**src/rtl/rf_write_arbiter.sv**
```systemverilog
// rf_write_arbiter: shares the single register-file write port between the
// writeback stage and a small in-order FIFO of long-latency results.
// Writeback writes pass straight through. Buffered results drain into idle port
// cycles, or steal the port with a one-cycle stall once the head has starved.
module rf_write_arbiter #(
  parameter int unsigned STARVE_LIMIT = 4,
  parameter int unsigned DEPTH        = 2
) (
  input  logic        iClk,
  input  logic        iReset_n,
  input  logic        iWbWrite,
  input  logic [4:0]  iWbAddr,
  input  logic [31:0] iWbData,
  input  logic        iLuValid,
  input  logic [4:0]  iLuAddr,
  input  logic [31:0] iLuData,
  output logic        oLuReady,
  input  logic [4:0]  iCheckAddr,
  output logic        oCheckHit,
  output logic        oStall,
  output logic        oRfWrite,
  output logic [4:0]  oRfAddr,
  output logic [31:0] oRfData
);

  localparam int unsigned AW = (DEPTH > 1) ? $clog2(DEPTH) : 1;
  localparam int unsigned CW = AW + 1;
  localparam int unsigned SW = 4;
  localparam int unsigned RW = 5;
  localparam int unsigned DW = 32;

  // FIFO storage; a slot's live bit is only ever set while that slot is occupied
  logic [RW-1:0]    r_addr [DEPTH];
  logic [DW-1:0]    r_data [DEPTH];
  logic [DEPTH-1:0] r_live;
  logic [AW-1:0]    r_rd_ptr;
  logic [AW-1:0]    r_wr_ptr;
  logic [CW-1:0]    r_count;
  logic [SW-1:0]    r_starve;

  logic          w_wbv;
  logic          w_empty;
  logic          w_head_live;
  logic          w_head_dead;
  logic          w_starved;
  logic          w_sel_head;
  logic          w_stall;
  logic          w_grant_wb;
  logic          w_pop;
  logic          w_ready;
  logic          w_keep;
  logic          w_hit_stored;
  logic [CW-1:0] w_count_nxt;
  logic [SW-1:0] w_starve_nxt;

  // Port selection, FIFO push/pop decisions and starvation counter update
  always_comb begin
    w_wbv       = iWbWrite & (iWbAddr != RW'(0));
    w_empty     = (r_count == CW'(0));
    w_head_live = ~w_empty & r_live[r_rd_ptr];
    w_head_dead = ~w_empty & ~r_live[r_rd_ptr];
    w_starved   = (r_starve >= SW'(STARVE_LIMIT));

    // The head takes the port when it is idle, or when the head has starved
    w_sel_head  = w_head_live & (~w_wbv | w_starved);
    w_stall     = w_head_live & w_wbv & w_starved;
    w_grant_wb  = w_wbv & ~w_stall;
    w_pop       = w_sel_head | w_head_dead;

    // Results older than a same-address writeback are already stale: drop them
    w_ready     = iReset_n & (r_count < CW'(DEPTH));
    w_keep      = iLuValid & w_ready & (iLuAddr != RW'(0)) &
                  ~(iWbWrite & (iWbAddr == iLuAddr));

    w_count_nxt = r_count + CW'(w_keep) - CW'(w_pop);

    w_starve_nxt = r_starve;
    if (w_sel_head) begin
      w_starve_nxt = SW'(0);
    end else if (w_head_live && w_wbv && (r_starve != {SW{1'b1}})) begin
      w_starve_nxt = r_starve + SW'(1);
    end
    if (w_count_nxt == CW'(0)) begin
      w_starve_nxt = SW'(0);
    end
  end

  // Decode-stage hazard lookup over live buffered entries
  always_comb begin
    w_hit_stored = 1'b0;
    for (int i = 0; i < int'(DEPTH); i++) begin
      if (r_live[i] && (r_addr[i] == iCheckAddr)) begin
        w_hit_stored = 1'b1;
      end
    end
  end

  // Combinational outputs, forced to zero while reset is asserted
  always_comb begin
    oLuReady  = w_ready;
    oStall    = 1'b0;
    oCheckHit = 1'b0;
    oRfWrite  = 1'b0;
    oRfAddr   = RW'(0);
    oRfData   = DW'(0);
    if (iReset_n) begin
      oStall    = w_stall;
      oCheckHit = (iCheckAddr != RW'(0)) &
                  (w_hit_stored | (w_keep & (iLuAddr == iCheckAddr)));
      if (w_sel_head) begin
        oRfWrite = 1'b1;
        oRfAddr  = r_addr[r_rd_ptr];
        oRfData  = r_data[r_rd_ptr];
      end else if (w_grant_wb) begin
        oRfWrite = 1'b1;
        oRfAddr  = iWbAddr;
        oRfData  = iWbData;
      end
    end
  end

  // FIFO control state: pointers, occupancy, live bits and starvation counter
  always_ff @(posedge iClk or negedge iReset_n) begin
    if (!iReset_n) begin
      r_rd_ptr <= AW'(0);
      r_wr_ptr <= AW'(0);
      r_count  <= CW'(0);
      r_starve <= SW'(0);
      r_live   <= '0;
    end else begin
      // A granted writeback supersedes every buffered write to the same register
      for (int i = 0; i < int'(DEPTH); i++) begin
        if (w_grant_wb && (r_addr[i] == iWbAddr)) begin
          r_live[i] <= 1'b0;
        end
      end
      if (w_pop) begin
        r_live[r_rd_ptr] <= 1'b0;
        r_rd_ptr         <= r_rd_ptr + AW'(1);
      end
      if (w_keep) begin
        r_live[r_wr_ptr] <= 1'b1;
        r_wr_ptr         <= r_wr_ptr + AW'(1);
      end
      r_count  <= w_count_nxt;
      r_starve <= w_starve_nxt;
    end
  end

  // FIFO payload; qualified by r_live so it needs no reset
  always_ff @(posedge iClk) begin
    if (w_keep) begin
      r_addr[r_wr_ptr] <= iLuAddr;
      r_data[r_wr_ptr] <= iLuData;
    end
  end

endmodule

```
**config.mk**
```make
export PLATFORM = sky130hd
export DESIGN_NAME = rf_write_arbiter
export DESIGN_NICKNAME = d
export VERILOG_FILES = /design/src/rtl/rf_write_arbiter.sv
export SDC_FILE = /design/constraint.sdc
export NUM_CORES = 1
export LEC_CHECK = 0
export BUFFER_PORTS_ARGS = -buffer_cell sky130_fd_sc_hd__buf_4
export CAP_MARGIN = 20
export CORE_AREA = 2 2 99 101
export DETAILED_ROUTE_END_ITERATION = 10
export DIE_AREA = 0 0 101 103
export GPL_TIMING_DRIVEN = 1
export PLACE_DENSITY_LB_ADDON = 0.2
export SYNTH_ARGS = -nofsm -noshare
export SYNTH_HDL_FRONTEND = slang
export SYNTH_SLANG_ARGS = --single-unit
```
**constraint.sdc**
```tcl
create_clock -name iClk -period 4.2 [get_ports iClk]
set_input_delay 0.21 -clock iClk [delete_from_list [all_inputs] [get_ports iClk]]
set_output_delay 0.21 -clock iClk [all_outputs]
set_load 0.005 [all_outputs]
```
== After elaboration in Yosys (flattened, before gate mapping) ==
Memories as Yosys holds them, arrays and structs flattened.
Index checks and enable logic that the tools add are counted.
Operators by class
  add/sub/neg operators: 5
  order comparisons: 6
  eq/ne operators: 7
  mux-type cells: 28
  bitwise operators: 25
  reductions and logical operators: 14
Operator list (number)
  $mux 32: 3
  $eq 5x5->1: 6
  $mux 1: 15
  $mux 5: 3
  $reduce_bool 5->1: 3
  $and 1x1->1: 14
  $mux 4: 3
  $logic_and 1x1->1: 8
  $not 1->1: 5
  $add 4x1->4 const B: 1
  $ge 4x3->1 const B: 1
  $logic_not 2->1: 2
  $lt 1x2->1 const B: 2
  $mux 2: 2
  $ne 4x4->1 const B: 1
  $or 1x1->1: 3
  $reduce_bool 3->1: 1
  $add 1x1->1 const B: 2
  $add 2x1->2: 1
  $and 2x2->2: 1
  $demux 1 s1: 2
  $ge 1x1->1 const B: 2
  $lt 2x2->1 const B: 1
  $not 2->2: 1
  2 further kinds: 2
Word-level totals
  flip-flop bits (word level): 10
  memory bits (writable): 74
  input bits: 83
  output and inout bits: 41
  word-level logic and storage cells: 92
  memories kept: 2
Memories
  r_data: words 2, width 32, read ports 1, clocked after Yosys merged registers in 0, wr ports 1, RTL line 34  | logic [DW-1:0] r_data [DEPTH];
  r_addr: words 2, width 5, read ports 3, clocked after Yosys merged registers in 0, wr ports 1, RTL line 33  | logic [RW-1:0] r_addr [DEPTH];

== Longest topological paths before layout ==
  depth after elaboration: 13
  depth in mapped cells: 12
  depth with buffers taken out: 10

== Worst setup path before layout ==
Ideal clock, no wire load.
  path kind: input port to flip-flop
  start point: input iWbAddr[0]
  end point: memory r_addr[0][0], enable pin
  setup time: 0.431 ns
  arrival time: 2.721 ns
  required time: 3.769 ns
  setup slack: 1.048 ns
  stages on the path: 6
  buffers on the path: 2
  cells stage by stage: clkbuf_1 > xor2_1 > nor4_1 > a31o_2 > clkbuf_1 > nor2_1
On the way
  cells in the longest elaborated chain, start to end: 6
RTL lines
  start, declared: RTL line 12  | input logic [4:0] iWbAddr,
  $eq 5x5->1: RTL line 73  | ~(iWbWrite & (iWbAddr == iLuAddr));
  $and 1x1->1: RTL line 73
  $not 1->1: RTL line 73
  $and 1x1->1: RTL line 72  | w_keep = iLuValid & w_ready & (iLuAddr != RW'(0)) &
  $mux 1: RTL line 152  | if (w_keep) begin
  $mux 1 (not written as such): RTL line 153  | r_addr[r_wr_ptr] <= iLuAddr;
  end, declared: RTL line 33
No other way between the ends.

== Worst setup path after layout ==
  start point: register r_rd_ptr
  end point: output oRfData[3]
On the way
  cells in the longest elaborated chain, start to end: 10
  elaborated cells on any way between the ends: 12
  classes of those cells: mux (5); bitwise (6); memory (1)
RTL lines
  start, declared: RTL line 36  | logic [AW-1:0] r_rd_ptr;
  start signal, assigned: RTL line 139  | r_rd_ptr <= r_rd_ptr + AW'(1);
  $mux 1 (not written as such) (2 in a row): RTL line 60  | w_head_live = ~w_empty & r_live[r_rd_ptr];
  $and 1x1->1: RTL line 60
  $and 1x1->1 (2 in a row): RTL line 66  | w_stall = w_head_live & w_wbv & w_starved;
  $not 1->1: RTL line 67  | w_grant_wb = w_wbv & ~w_stall;
  $and 1x1->1: RTL line 67
  $mux 32: RTL line 114  | end else if (w_grant_wb) begin
  $mux 32 *: RTL line 110  | if (w_sel_head) begin
  $mux 32 *: RTL line 106  | if (iReset_n) begin
  end, declared: RTL line 23  | output logic [31:0] oRfData
Mark *: on every way between the ends. The rest lies on a longest branch, timed or not. The select of a mux whose other input is x is not followed.

==> metrics.csv <==
stage,metric,value,unit
synth,"top cells by area, synth","edfxtp_1 (55%), mux2i_1 (9.3%), dfrtp_1 (6.1%)",
synth,Syn Area/Cell,15.0,um2
final_layout,synth-to-layout area growth,31.8,%
synth,XOR/XNOR Fraction of Synth Area,7.09,%
floorplan,Die Footprint,0.0104,mm2
final_layout,layout cells sized above 1,40.3,%
setup_path,CP Launch Type,flip-flop,
floorplan,Die Width,101,um
floorplan,CORE AREA,0.00946,mm2
setup_path,"critical path fanouts, max",37,
floorplan,chip height,103,um
route,routed len/inst,17.0,um
final_layout,# fillers,770,
synth,post-synthesis compound-gate area fraction,14.5,%
power,Max VDD drop,0.229,mV
route,routed vias,2769,
clocking,Root Driver,clkbuf_8,
synth,post-synthesis adder-cell area fraction,0.921,%
final_layout,Final Util,56.8,%
outcome,outcome,completed,
timing,final worst path period share,63.7,%
global_route,first-pass GRT wire length,13.7,mm
clocking,TritonCTS Buffers,9,
synth,Yosys top cell area share,54.5,%
synth,library cells used by synthesis,43,
synth,cell taking the most area after synthesis,edfxtp_1,
timing,worst slew pin tran,717,ps
power,Pwr Density,471,mW/mm2
placed_design,placer's final routability congestion estimate,0.953,
clocking,CTS tree,built,
route,final antenna-violating net count,0,
global_route,final global-route overflow total,0,
setup_path,critical path type,flip-flop to output pin,
setup_path,Worst EP arrival,2470,ps
power,leakage power,0.00210,uW
setup_path,crit path launch,r_rd_ptr$_DFFE_PN0N_,
clocking,clk sinks,84,
final_layout,# nets final,484,
timing,fmax,374,MHz
timing,hold_ws,42.2,ps
clocking,CTS resizes,0,
synth,Syn Nets,358,
clocking,Longest Clk Path Bufs,2,
synth,Post-synth EDFFs,74,
clocking,worst skew pair latency,350,ps
route,Via density,5.37,
synth,"FF+latch count, synth",84,
synth,simple-gate share of the synthesized area,4.73,%
route,drt first-iter violations,118,
global_route,initial antenna violation count,0,
min_path,hold path startpoint,iLuData[3],
timing,headroom to the max-slew limit,52.1,%
clocking,# Post-CTS Setup Buffers,0,
final_layout,Inserted Diodes,0,
synth,Synth Warn #,0,
job,Max-Cap Viols,0,
clocking,clock slew at reported path FFs,90,ps
timing,clk_skew,7.57,ps
timing,RSZ-0062 raised after global routing,false,
synth,most common flop cell mapped by yosys,edfxtp_1,
setup_path,Worst EP required,3990,ps
placed_design,hpwl dp,6.28,mm
route,1st-pass router iterations,4,
synth,async set or reset register ratio after synthesis,11.9,%
placed_design,Port Buffers,123,
synth,post-synthesis mux area share,9.61,%
global_route,pin count of the biggest net entering global routing,38,
route,Residual DRC,0,
synth,commonest cells in the netlist,"edfxtp_1 (74), mux2i_1 (38), o2bb2ai_1 (27), xnor2_1 (19), xor2_1 (14)",
setup_path,r2r startpoint,r_rd_ptr$_DFFE_PN0N_,
synth,most frequent cell after synthesis,edfxtp_1,
global_route,Total GRT Usage,17.1,%
timing,Slew Limit Fails,0,
synth,largest family of logic cells by synthesized area,compound AO/OA/AOI/OAI gates,
timing,sum of negative setup slack,0,ps
floorplan,I/O pins,124,
route,final wirelength,8.75,mm
clocking,cts hold-fix bufs,1,
min_path,type of the worst min-delay path,primary input to flip-flop,
timing,Fin. Hold Viols,0,
timing,# setup viols final,0,
floorplan,Initial Utilization,43.1,%
clocking,CTS H-tree lvls,3,
timing,Tmin final,2680,ps
floorplan,# rows,36,
synth,cells after synthesis,272,
global_route,vias in the first global route,2697,
setup_path,Setup crit end kind,output pin,
synth,sequential area share after synthesis,60.7,%
synth,Syn Std Cell Area,0.00407,mm2
worst max-delay path, stage by stage, from the launching register on:
cell,delay [ps]
dfrtp_2,730
mux2i_1,170
nor2_1,280
nand3b_4,470
o2bb2ai_1,320
buf_4,140
area by class of cell:
cell class	count	area (um2)	share of cell area, %
inverters	4	15.0	0.280
flip-flops and latches	84	2470	46.1
well taps	114	143	2.66
repair buffers	129	991	18.4
multi-input cells	170	1520	28.3
clock buffers	10	128	2.38
clock inverters	5	101	1.89
per-stage QoR:
step / total power, uW / instance area [um2] / cells / setup WS [ps]
2_1_floorplan: 1610 / 4070 / 272 / 1050
3_3_place_gp: 1870 / 5100 / 499 / 1680
3_5_place_dp: 1890 / 5100 / 499 / 1580
4_1_cts: 2550 / 5340 / 515 / 1480
5_1_grt: 2660 / 5370 / 516 / 1310
6_report: 2530 / 5370 / 516 / 1520
path summary, 6_finish.rpt:
kind                                           end  cells past startpoint  slack, ps
max                                     oRfData[3]                      5       1520
min                         r_data[0][3]$_DFFE_PP_                      1         40
max in group asynchronous     r_rd_ptr$_DFFE_PN0N_                      2       3740
min reg2reg                   r_count[1]$_DFF_PN0_                      1        560
max reg2reg                r_starve[3]$_DFFE_PN0P_                      9       1700
min in group asynchronous     r_rd_ptr$_DFFE_PN0N_                      2        270
cells in the final DEF (no fill, tap or decap), drive strengths merged, types with 2 or more instances in the layout:
cell	count
nor4	5
clkbuf	10
nand2	2
o22ai	4
nand3	4
buf	128
xnor2	19
o31ai	3
nor3	3
mux2i	38
edfxtp	74
xor2	14
bufinv	3
dfrtp	10
ha	3
o21ai	5
a21oi	4
o2bb2ai	37
inv	4
or4	5
nor2	6
report_power, final:
group / internal (uW) / leakage [uW] / total, uW / switching (uW)
clock network: 390 / 0.000110 / 661 / 271
logic: 368 / 0.00119 / 746 / 378
registers: 1020 / 0.000799 / 1120 / 101
layer usage:
layer	global-route usage, %	vias to the layer above	part of all wire, %	wire [um]
li1	-	1337	-	-
met1	22.6	1323	41	3620
met2	27.8	98	51	4430
met3	4.07	11	6.5	571
met4	6.34	0	1.5	130
met5	0	-	0	0
flip-flops by register name (all words and copies together) (netlist names):
name / flops
r_live: 2
r_starve: 4
r_wr_ptr: 1
r_data: 64
r_count: 2
r_rd_ptr: 1
r_addr: 10
cells by family (layout without fill, tap and decap cells):
| kind of cell | Yosys count | count (layout) |
|---|---|---|
| adders and majority gates | 3 | 3 |
| buffers and inverters | 18 | 148 |
| AOI/OAI and AO/OA | 64 | 64 |
| DFF | 84 | 84 |
| and+or+nand+nor | 31 | 31 |
| muxes | 39 | 39 |
| xor gates and xnor gates | 33 | 33 |
Note: power is estimated with default switching activity, not from simulation.
